<file path="src/rtl/seq_detect_param_if.sv">
// Serial pattern detector bus: stream input, run-time configuration and match status.
// SEQ_DETECT_STICKY_EN adds the sticky match_seen status flag.
interface seq_detect_param_if #(
  parameter int MAX_LEN = 16,
  parameter int CNT_W   = 8
);
  localparam int LEN_W = $clog2(MAX_LEN + 1);

  logic               din;
  logic               din_valid;
  logic               cfg_load;
  logic [MAX_LEN-1:0] cfg_pattern;
  logic [LEN_W-1:0]   cfg_len;
  logic               overlap_en;
  logic               cnt_clr;
  logic               detected;
  logic [CNT_W-1:0]   match_count;
  logic [LEN_W-1:0]   busy_fill;
`ifdef SEQ_DETECT_STICKY_EN
  logic               match_seen;

  modport master (
    output din, din_valid, cfg_load, cfg_pattern, cfg_len, overlap_en, cnt_clr,
    input  detected, match_count, busy_fill, match_seen
  );
  modport slave (
    input  din, din_valid, cfg_load, cfg_pattern, cfg_len, overlap_en, cnt_clr,
    output detected, match_count, busy_fill, match_seen
  );
`else
  modport master (
    output din, din_valid, cfg_load, cfg_pattern, cfg_len, overlap_en, cnt_clr,
    input  detected, match_count, busy_fill
  );
  modport slave (
    input  din, din_valid, cfg_load, cfg_pattern, cfg_len, overlap_en, cnt_clr,
    output detected, match_count, busy_fill
  );
`endif
endinterface

</file>
<file path="src/rtl/seq_detect_param.sv">
// Run-time programmable serial pattern detector with overlap control and saturating match counter.
// Optional sticky match flag enabled by defining SEQ_DETECT_STICKY_EN.
module seq_detect_param #(
  parameter int MAX_LEN = 16,
  parameter int CNT_W   = 8
) (
  input logic              clk,
  input logic              rst,
  seq_detect_param_if.slave bus
);
  localparam int LEN_W = $clog2(MAX_LEN + 1);
  localparam logic [LEN_W-1:0] MAX_LEN_L = LEN_W'(MAX_LEN);

  logic [MAX_LEN-1:0] pat_r;
  logic [LEN_W-1:0]   len_r;
  logic [MAX_LEN-1:0] hist;
  logic [LEN_W-1:0]   fill;
  logic               detected_r;
  logic [CNT_W-1:0]   count_r;

  logic               sample;
  logic [MAX_LEN-1:0] hist_next;
  logic [LEN_W-1:0]   fill_next;
  logic [MAX_LEN-1:0] mask;
  logic               hit;

  // NOTE: every always_comb output gets a default first so no path leaves it unassigned (no latch).
  always_comb begin
    mask = '0;
    for (int i = 0; i < MAX_LEN; i++) mask[i] = (i < int'(len_r));

    // A bit arriving alongside a config load is dropped.
    sample    = bus.din_valid & ~bus.cfg_load;
    hist_next = hist;
    fill_next = fill;
    if (sample) begin
      hist_next = {hist[MAX_LEN-2:0], bus.din};
      fill_next = (fill < len_r) ? fill + LEN_W'(1) : len_r;
    end

    hit = sample && (len_r != '0) && (fill_next >= len_r) &&
          (((hist_next ^ pat_r) & mask) == '0);
  end

  // NOTE: sequential state uses non-blocking assignments so all registers update from pre-edge values.
  always_ff @(posedge clk) begin
    if (rst) begin
      pat_r      <= '0;
      len_r      <= '0;
      hist       <= '0;
      fill       <= '0;
      detected_r <= 1'b0;
    end else if (bus.cfg_load) begin
      pat_r      <= bus.cfg_pattern;
      len_r      <= (bus.cfg_len > MAX_LEN_L) ? MAX_LEN_L : bus.cfg_len;
      hist       <= '0;
      fill       <= '0;
      detected_r <= 1'b0;
    end else begin
      hist       <= hist_next;
      // Non-overlapping mode restarts the fill so the next match needs len_r fresh bits.
      fill       <= (hit && !bus.overlap_en) ? '0 : fill_next;
      detected_r <= hit;
    end
  end

  // Clear beats a coincident match; the count saturates instead of wrapping.
  always_ff @(posedge clk) begin
    if (rst || bus.cnt_clr) count_r <= '0;
    else if (hit && (count_r != '1)) count_r <= count_r + CNT_W'(1);
  end

`ifdef SEQ_DETECT_STICKY_EN
  logic seen_r;

  always_ff @(posedge clk) begin
    if (rst || bus.cnt_clr) seen_r <= 1'b0;
    else if (hit)           seen_r <= 1'b1;
  end

  assign bus.match_seen = seen_r;
`endif

  assign bus.detected    = detected_r;
  assign bus.match_count = count_r;
  assign bus.busy_fill   = fill;
endmodule

</file>
<file path="src/flat_wrapper.sv">
// flat-port wrapper written by rule: the top's interface ports become plain ports
module seq_detect_param_flat 
#(
  parameter int MAX_LEN = 16,
  parameter int CNT_W   = 8
)
  (clk, rst, bus_din, bus_din_valid, bus_cfg_load, bus_cfg_pattern, bus_cfg_len, bus_overlap_en, bus_cnt_clr, bus_detected, bus_match_count, bus_busy_fill);
  seq_detect_param_if #(.MAX_LEN(MAX_LEN), .CNT_W(CNT_W)) bus_i ();
  input logic clk;
  input logic rst;
  input wire logic [$bits(bus_i.din)-1:0] bus_din;
  input wire logic [$bits(bus_i.din_valid)-1:0] bus_din_valid;
  input wire logic [$bits(bus_i.cfg_load)-1:0] bus_cfg_load;
  input wire logic [$bits(bus_i.cfg_pattern)-1:0] bus_cfg_pattern;
  input wire logic [$bits(bus_i.cfg_len)-1:0] bus_cfg_len;
  input wire logic [$bits(bus_i.overlap_en)-1:0] bus_overlap_en;
  input wire logic [$bits(bus_i.cnt_clr)-1:0] bus_cnt_clr;
  output wire logic [$bits(bus_i.detected)-1:0] bus_detected;
  output wire logic [$bits(bus_i.match_count)-1:0] bus_match_count;
  output wire logic [$bits(bus_i.busy_fill)-1:0] bus_busy_fill;
  assign bus_i.din = bus_din;
  assign bus_i.din_valid = bus_din_valid;
  assign bus_i.cfg_load = bus_cfg_load;
  assign bus_i.cfg_pattern = bus_cfg_pattern;
  assign bus_i.cfg_len = bus_cfg_len;
  assign bus_i.overlap_en = bus_overlap_en;
  assign bus_i.cnt_clr = bus_cnt_clr;
  assign bus_detected = bus_i.detected;
  assign bus_match_count = bus_i.match_count;
  assign bus_busy_fill = bus_i.busy_fill;
  seq_detect_param #(.MAX_LEN(MAX_LEN), .CNT_W(CNT_W)) u_core (.clk(clk), .rst(rst), .bus(bus_i));
endmodule
</file>
<file path="config.mk">
export PLATFORM = sky130hd
export DESIGN_NAME = seq_detect_param_flat
export DESIGN_NICKNAME = d
export VERILOG_FILES = /design/src/rtl/seq_detect_param_if.sv /design/src/rtl/seq_detect_param.sv /design/src/flat_wrapper.sv
export SDC_FILE = /design/constraint.sdc
export NUM_CORES = 1
export LEC_CHECK = 0
export ABC_AREA = 0
export CAP_MARGIN = 0
export CORE_MARGIN = 5
export CORE_UTILIZATION = 50
export CTS_CLUSTER_DIAMETER = 50
export CTS_CLUSTER_SIZE = 8
export DETAILED_ROUTE_END_ITERATION = 10
export HOLD_SLACK_MARGIN = 0.06
export PLACE_DENSITY = 0.75
export SLEW_MARGIN = 20
export SYNTH_ARGS = -nofsm -noshare
export SYNTH_HDL_FRONTEND = slang
export SYNTH_SLANG_ARGS = --single-unit
</file>
<file path="constraint.sdc">
create_clock -name clk -period 5.2 [get_ports clk]
set_clock_uncertainty 0.15 [all_clocks]
set_input_delay 1.04 -clock clk [delete_from_list [all_inputs] [get_ports clk]]
set_output_delay 1.04 -clock clk [all_outputs]
set_load 0.02 [all_outputs]
</file>
# [After elaboration in Yosys (flattened, before gate mapping)]
# Cells that the tools add are included.
[word_totals] in_bits=28 wordCells=47 regBits=51
[classes] n_reduce_logical=11 n_addsub=2 muxes=4 n_bitwise=4 order_cmp=19 eq_ne=1
[ops] cell="$lt A4 B5 Y1 const A" n=8
[ops] cell="$lt A3 B5 Y1 const A" n=4
[ops] cell="$and A16 B16 Y16" n=1
[ops] cell="$logic_not A16 Y1" n=1
[ops] cell="$mux W16" n=1
[ops] cell="$xor A16 B16 Y16" n=1
[ops] cell="$mux W5" n=3
[ops] cell="$lt A1 B5 Y1 const A" n=2
[ops] cell="$lt A2 B5 Y1 const A" n=2
[ops] cell="$add A8 B1 Y8 const B" n=1
[ops] cell="$ne A8 B8 Y1 const B" n=1
[ops] cell="$add A5 B1 Y5 const B" n=1
[ops] cell="$ge A5 B5 Y1" n=1
[ops] cell="$gt A5 B5 Y1 const B" n=1
[ops] cell="$logic_and A1 B1 Y1" n=5
[ops] cell="$lt A5 B5 Y1" n=1
[ops] cell="$reduce_bool A5 Y1" n=1
[ops] cell="$reduce_or A3 Y1" n=1
[ops] cell="$reduce_or A2 Y1" n=1
[ops] cell="$and A1 B1 Y1" n=1
[ops] cell="$logic_not A1 Y1" n=1
[ops] cell="$logic_or A1 B1 Y1" n=1
[ops] cell="$not A1 Y1" n=1

# [Logic depth before layout (Yosys ltp)]
[logic_depth] depth_word=9 depth_mapped=19

# [Worst setup path after synthesis]
# Ideal clock, no wire load.
[synth_timing] path_type="register to register" startpoint="register u_core.len_r[1]" endpoint="register u_core.count_r[0], in the netlist u_core.bus.match_count[0]" stages_incl_launch_ff=20 arrival_ns=3.812 setup_slack_ns=1.168 setup_ns=0.070 path_cell_list="dfxtp_1 > clkbuf_1 > inv_1 > ha_1 > a21oi_1 > nor2b_1 > o21ai_0 > o2bb2ai_1 > mux2i_1 > nand2_1 > o21a_1 > ha_1 > o21ai_0 > nor3_1 > o2111a_1 > o2111ai_1 > or3_4 > buf_6 > or3_1 > a21oi_1"
[synth_via] elab_chain_len=7
[synth_rtl] item="from (decl)" line="seq_detect_param.sv:15" text="logic [LEN_W-1:0] len_r;"
[synth_rtl] item="from (signal assigned)" line="seq_detect_param.sv:55" text="len_r <= (bus.cfg_len > MAX_LEN_L) ? MAX_LEN_L : bus.cfg_len;"
[synth_rtl] item="$lt A5 B5 Y1" line="seq_detect_param.sv:38" text="fill_next = (fill < len_r) ? fill + LEN_W'(1) : len_r;"
[synth_rtl] item="$mux W5" line="seq_detect_param.sv:38"
[synth_rtl] item="$mux W5" line="seq_detect_param.sv:36" text="if (sample) begin"
[synth_rtl] item="via u_core.fill_next[4]" line="seq_detect_param.sv:23" text="logic [LEN_W-1:0] fill_next;"
[synth_rtl] item="$ge A5 B5 Y1" line="seq_detect_param.sv:41" text="hit = sample && (len_r != '0) && (fill_next >= len_r) &&"
[synth_rtl] item="$logic_and A1 B1 Y1 (2 in series)" line="seq_detect_param.sv:41"
[synth_rtl] item="$logic_and A1 B1 Y1" line="seq_detect_param.sv:70" text="else if (hit && (count_r != '1)) count_r <= count_r + CNT_W'(1);"
[synth_rtl] item="to (signal assigned)" line="seq_detect_param.sv:70"
[synth_rtl] item="to (decl)" line="seq_detect_param.sv:19" text="logic [CNT_W-1:0] count_r;"
# The timed path passes the listed nets, and every way through them passes these cells.
# A chain may end at the register's enable or synchronous reset.

# [Worst setup path after layout]
[layout_timing] startpoint="register u_core.len_r[1]" endpoint="register u_core.count_r[3], in the netlist u_core.bus.match_count[3]"
# The elaborated chain is that of the path after synthesis.

==> metrics.log <==
INFO  metric routed_wl = 6110 microns
INFO  metric cp-end-kind = flop
INFO  metric first_global_vias = 2,154
INFO  metric asyncSetResetFlopFracSynth = 0%
INFO  metric synth_flop_cell = sky130_fd_sc_hd__dfxtp_1
INFO  metric switching_power = 0.000210 W
INFO  metric mostFrequentLayoutCell = sky130_fd_sc_hd__dfxtp_1
INFO  metric post-route-period-util = 86.6%
INFO  metric dpl.hpwl = 4560 microns
INFO  metric ctsResizeCount = 0
INFO  metric timing.critical_path.from_type = flop
INFO  metric yosys_register_bits = 51
INFO  metric portion_of_netlist_area_occupied_by_mux_cells = 14.4%
INFO  metric synth.distinct_cells = 49
INFO  metric power.share.sequential = 49.8%
INFO  metric drtIter0Drc = 122
INFO  metric post_synthesis_compound_gate_area_fraction = 14.1%
INFO  metric syn-instance-count = 312
INFO  metric combinational_family_with_the_most_area_after_synthesis = simple AND/OR/NAND/NOR gates
INFO  metric worst-r2r-setup-slack = 0.69 ns
INFO  metric cell_internal_pwr = 0.000623 W
INFO  metric cts_tree = done
INFO  metric ios = 42
INFO  metric synthesis.nets = 351
INFO  metric critPathRequiredTime = 5.30 ns
INFO  metric p_clk_share = 35.5%
INFO  metric synth_area = 2740 sq um
INFO  metric clock-sinks = 51
INFO  metric mean_cell_area_of_the_mapped_netlist = 8.79 sq um
INFO  metric area_delta_synth_final = 20.3%
INFO  metric wire_length_of_the_first_global_routing_pass = 10,100 microns
INFO  metric htree_num_levels = 2
INFO  metric grt_max_degree = 25
INFO  metric netSwitchingFraction = 25.2%
INFO  metric fmaxAchievable = 222 MHz
INFO  metric start_util = 50.7%
INFO  metric irDropWorstVdd = 0.000168 V
INFO  metric slew-limit-headroom = 44.5%
INFO  metric utilization = 61.0%
INFO  metric buffer_type_at_the_clock_tree_root = sky130_fd_sc_hd__clkbuf_8
INFO  metric worst_slew_pin_tran = 0.829 ns
INFO  metric final.min_clock_period = 4.51 ns
INFO  metric post_dp_cell_area = 3180 sq um
INFO  metric synth_sequential_area_ratio = 37.2%
INFO  metric drt-wirelength-per-cell = 14.6 microns
INFO  metric tritoncts.num_buffers = 5
INFO  metric port-buffer-count = 41
INFO  metric status = complete, no violations
INFO  metric synth_fa_ha_area_share = 5.02%
INFO  metric final_cell_area = 3300 sq um
INFO  metric std_cell_rows = 27
INFO  metric route.detailed.vias_per_inst = 5.51
INFO  metric ys.warnings.count = 0
INFO  metric die_w = 84.1 microns
INFO  metric crit_fanout = 14
INFO  metric leakage_power = 1.30 nW
INFO  metric drc = 0
INFO  metric clk_pin_slew_worst_paths = 0.10 ns
INFO  metric area_share_of_and_or_nand_nor_cells_after_synthesis = 20.7%
INFO  metric cts_hold_buffers = 0
INFO  metric max_cap_violations = 0
INFO  metric firstDrtPassIters = 4
INFO  metric most-common-layout-cells = 51 x sky130_fd_sc_hd__dfxtp_1, 46 x sky130_fd_sc_hd__nor2_1, 41 x sky130_fd_sc_hd__clkdlybuf4s50_1, 37 x sky130_fd_sc_hd__mux2i_1, 20 x sky130_fd_sc_hd__a21oi_1
INFO  metric finish.net_count = 384
INFO  metric setup_viol = 0
INFO  metric final.hold.worst_slack = 0.314 ns
INFO  metric comb_power_share = 14.7%
INFO  metric cts_setup_buffers = 0
INFO  metric timing.setup.critical_path_class = reg2reg
INFO  metric grt_setup_unrepaired = false
INFO  metric grt_overflow_total = 0
INFO  metric final_layout_size_suffix_gt1_share = 5.49%
INFO  metric final_max_tran_viols = 0
INFO  metric p_per_area = 252 nW/um^2
INFO  metric grtUsageTotal = 17.4%
INFO  metric p_total = 0.000833 W
INFO  metric drtAntennaViolNets = 0
INFO  metric routabilityCongestion = 0.916
INFO  metric report.final.hold_viol_count = 0
INFO  metric die_area = 7070 sq um
INFO  metric grt_antenna_before_repair = 0
INFO  metric post_synth_edffs = 0
INFO  metric critPathArrivalTime = 4.61 ns
INFO  metric synth_xor_xnor_area_share = 4.47%
INFO  metric fin_setup_tns = 0 ns
INFO  metric via_count = 2,304
INFO  metric antennaDiodeCount = 0
INFO  metric height_of_the_die = 84.1 microns
INFO  metric fp.coreArea = 5410 sq um
INFO  metric clock_insertion_delay_worst_skew = 0.31 ns
INFO  metric maximum_clock_path_buffer_count = 2
INFO  metric min_path_type = reg2reg
## registers in the layout, indices dropped and copies added, names as in the netlist
register / flops
u_core.len_r: 5
u_core.pat_r: 16
u_core.bus.detected: 1
u_core.hist: 16
u_core.bus.match_count: 8
u_core.bus.busy_fill: 5
## power groups by stage
stage          Combinational, W  Clock [W]  Sequential, W
2_1_floorplan         0.0000848          0       0.000419
3_5_place_dp           0.000122          0       0.000424
4_1_cts                0.000122   0.000299       0.000415
3_3_place_gp           0.000119          0       0.000424
5_1_grt                0.000134   0.000316       0.000417
6_report               0.000122   0.000295       0.000415
## cells in the mapped netlist (3+ instances only)
cell	n	area share, %
sky130_fd_sc_hd__a21oi_1	20	3.6
sky130_fd_sc_hd__a2bb2oi_1	4	1.3
sky130_fd_sc_hd__and3_1	4	0.91
sky130_fd_sc_hd__clkbuf_1	11	1.5
sky130_fd_sc_hd__dfxtp_1	51	37
sky130_fd_sc_hd__ha_1	11	5.0
sky130_fd_sc_hd__inv_1	6	0.82
sky130_fd_sc_hd__mux2i_1	37	14
sky130_fd_sc_hd__nand2_1	18	2.5
sky130_fd_sc_hd__nand2b_1	8	1.8
sky130_fd_sc_hd__nand3_1	7	1.3
sky130_fd_sc_hd__nand4_1	5	1.1
sky130_fd_sc_hd__nor2_1	46	6.3
sky130_fd_sc_hd__nor2b_1	5	1.1
sky130_fd_sc_hd__nor3_1	5	0.91
sky130_fd_sc_hd__o211a_1	3	1.1
sky130_fd_sc_hd__o21a_1	4	1.1
sky130_fd_sc_hd__o21ai_0	12	2.2
sky130_fd_sc_hd__or3_1	6	1.4
sky130_fd_sc_hd__xnor2_1	7	2.2
sky130_fd_sc_hd__xor2_1	7	2.2
## stage by stage
stage	std cells	setup slack [ns]
final	418	0.695
after CTS	418	0.719
after global routing	418	0.425
after floorplan	312	1.17
after detailed placement	410	0.684
after global placement	410	0.732
## metal layers
layer  vias to the layer above  share of wire [%]  track usage, %
li1                       1165                  -               -
met1                      1069                 45            22.0
met2                        60                 48            29.2
met3                        10                5.4            4.15
met4                         0                1.8            5.12
met5                         -                  0               0
## critical path: stages (launching register included)
cell,delay [ns]
sky130_fd_sc_hd__dfxtp_1,0.64
sky130_fd_sc_hd__inv_1,0.17
sky130_fd_sc_hd__ha_1,0.31
sky130_fd_sc_hd__a21oi_1,0.13
sky130_fd_sc_hd__nor2b_1,0.06
sky130_fd_sc_hd__o21ai_0,0.13
sky130_fd_sc_hd__o2bb2ai_1,0.41
sky130_fd_sc_hd__mux2i_1,0.26
sky130_fd_sc_hd__nand2_1,0.09
sky130_fd_sc_hd__o21a_1,0.15
sky130_fd_sc_hd__ha_1,0.26
sky130_fd_sc_hd__o21ai_0,0.08
sky130_fd_sc_hd__nor3_1,0.22
sky130_fd_sc_hd__o2111a_1,0.21
sky130_fd_sc_hd__o2111ai_1,0.18
sky130_fd_sc_hd__or3_4,0.44
sky130_fd_sc_hd__or4_1,0.48
sky130_fd_sc_hd__o21ai_1,0.08
## cells by family after synthesis
group | Yosys count
AOI/OAI and AO/OA | 58
DFF | 51
and+or+nand+nor | 115
muxes | 39
buffers and inverters | 24
adders and majority gates | 11
xor gates and xnor gates | 14
## path summary, 6_finish.rpt
kind                            cells past startpoint                        end            start
worst max-delay path                               17  u_core.bus.match_count[3]  u_core.len_r[1]
worst min register to register                      2             u_core.hist[1]   u_core.hist[1]
worst min-delay path                                2             u_core.hist[1]   u_core.hist[1]
worst max register to register                     17  u_core.bus.match_count[3]  u_core.len_r[1]
## final cells by class
| cell class | count | area, sq um |
|---|---|---|
| clock buffers | 6 | 82.6 |
| clock inverters | 2 | 38.8 |
| fillers | 505 | 2110 |
| inverters | 6 | 22.5 |
| multi-input cells | 237 | 1610 |
| flip-flops and latches | 51 | 1020 |
| well taps | 72 | 90.1 |
| repair buffers | 44 | 433 |
Note: power is estimated with default switching activity, not from simulation.
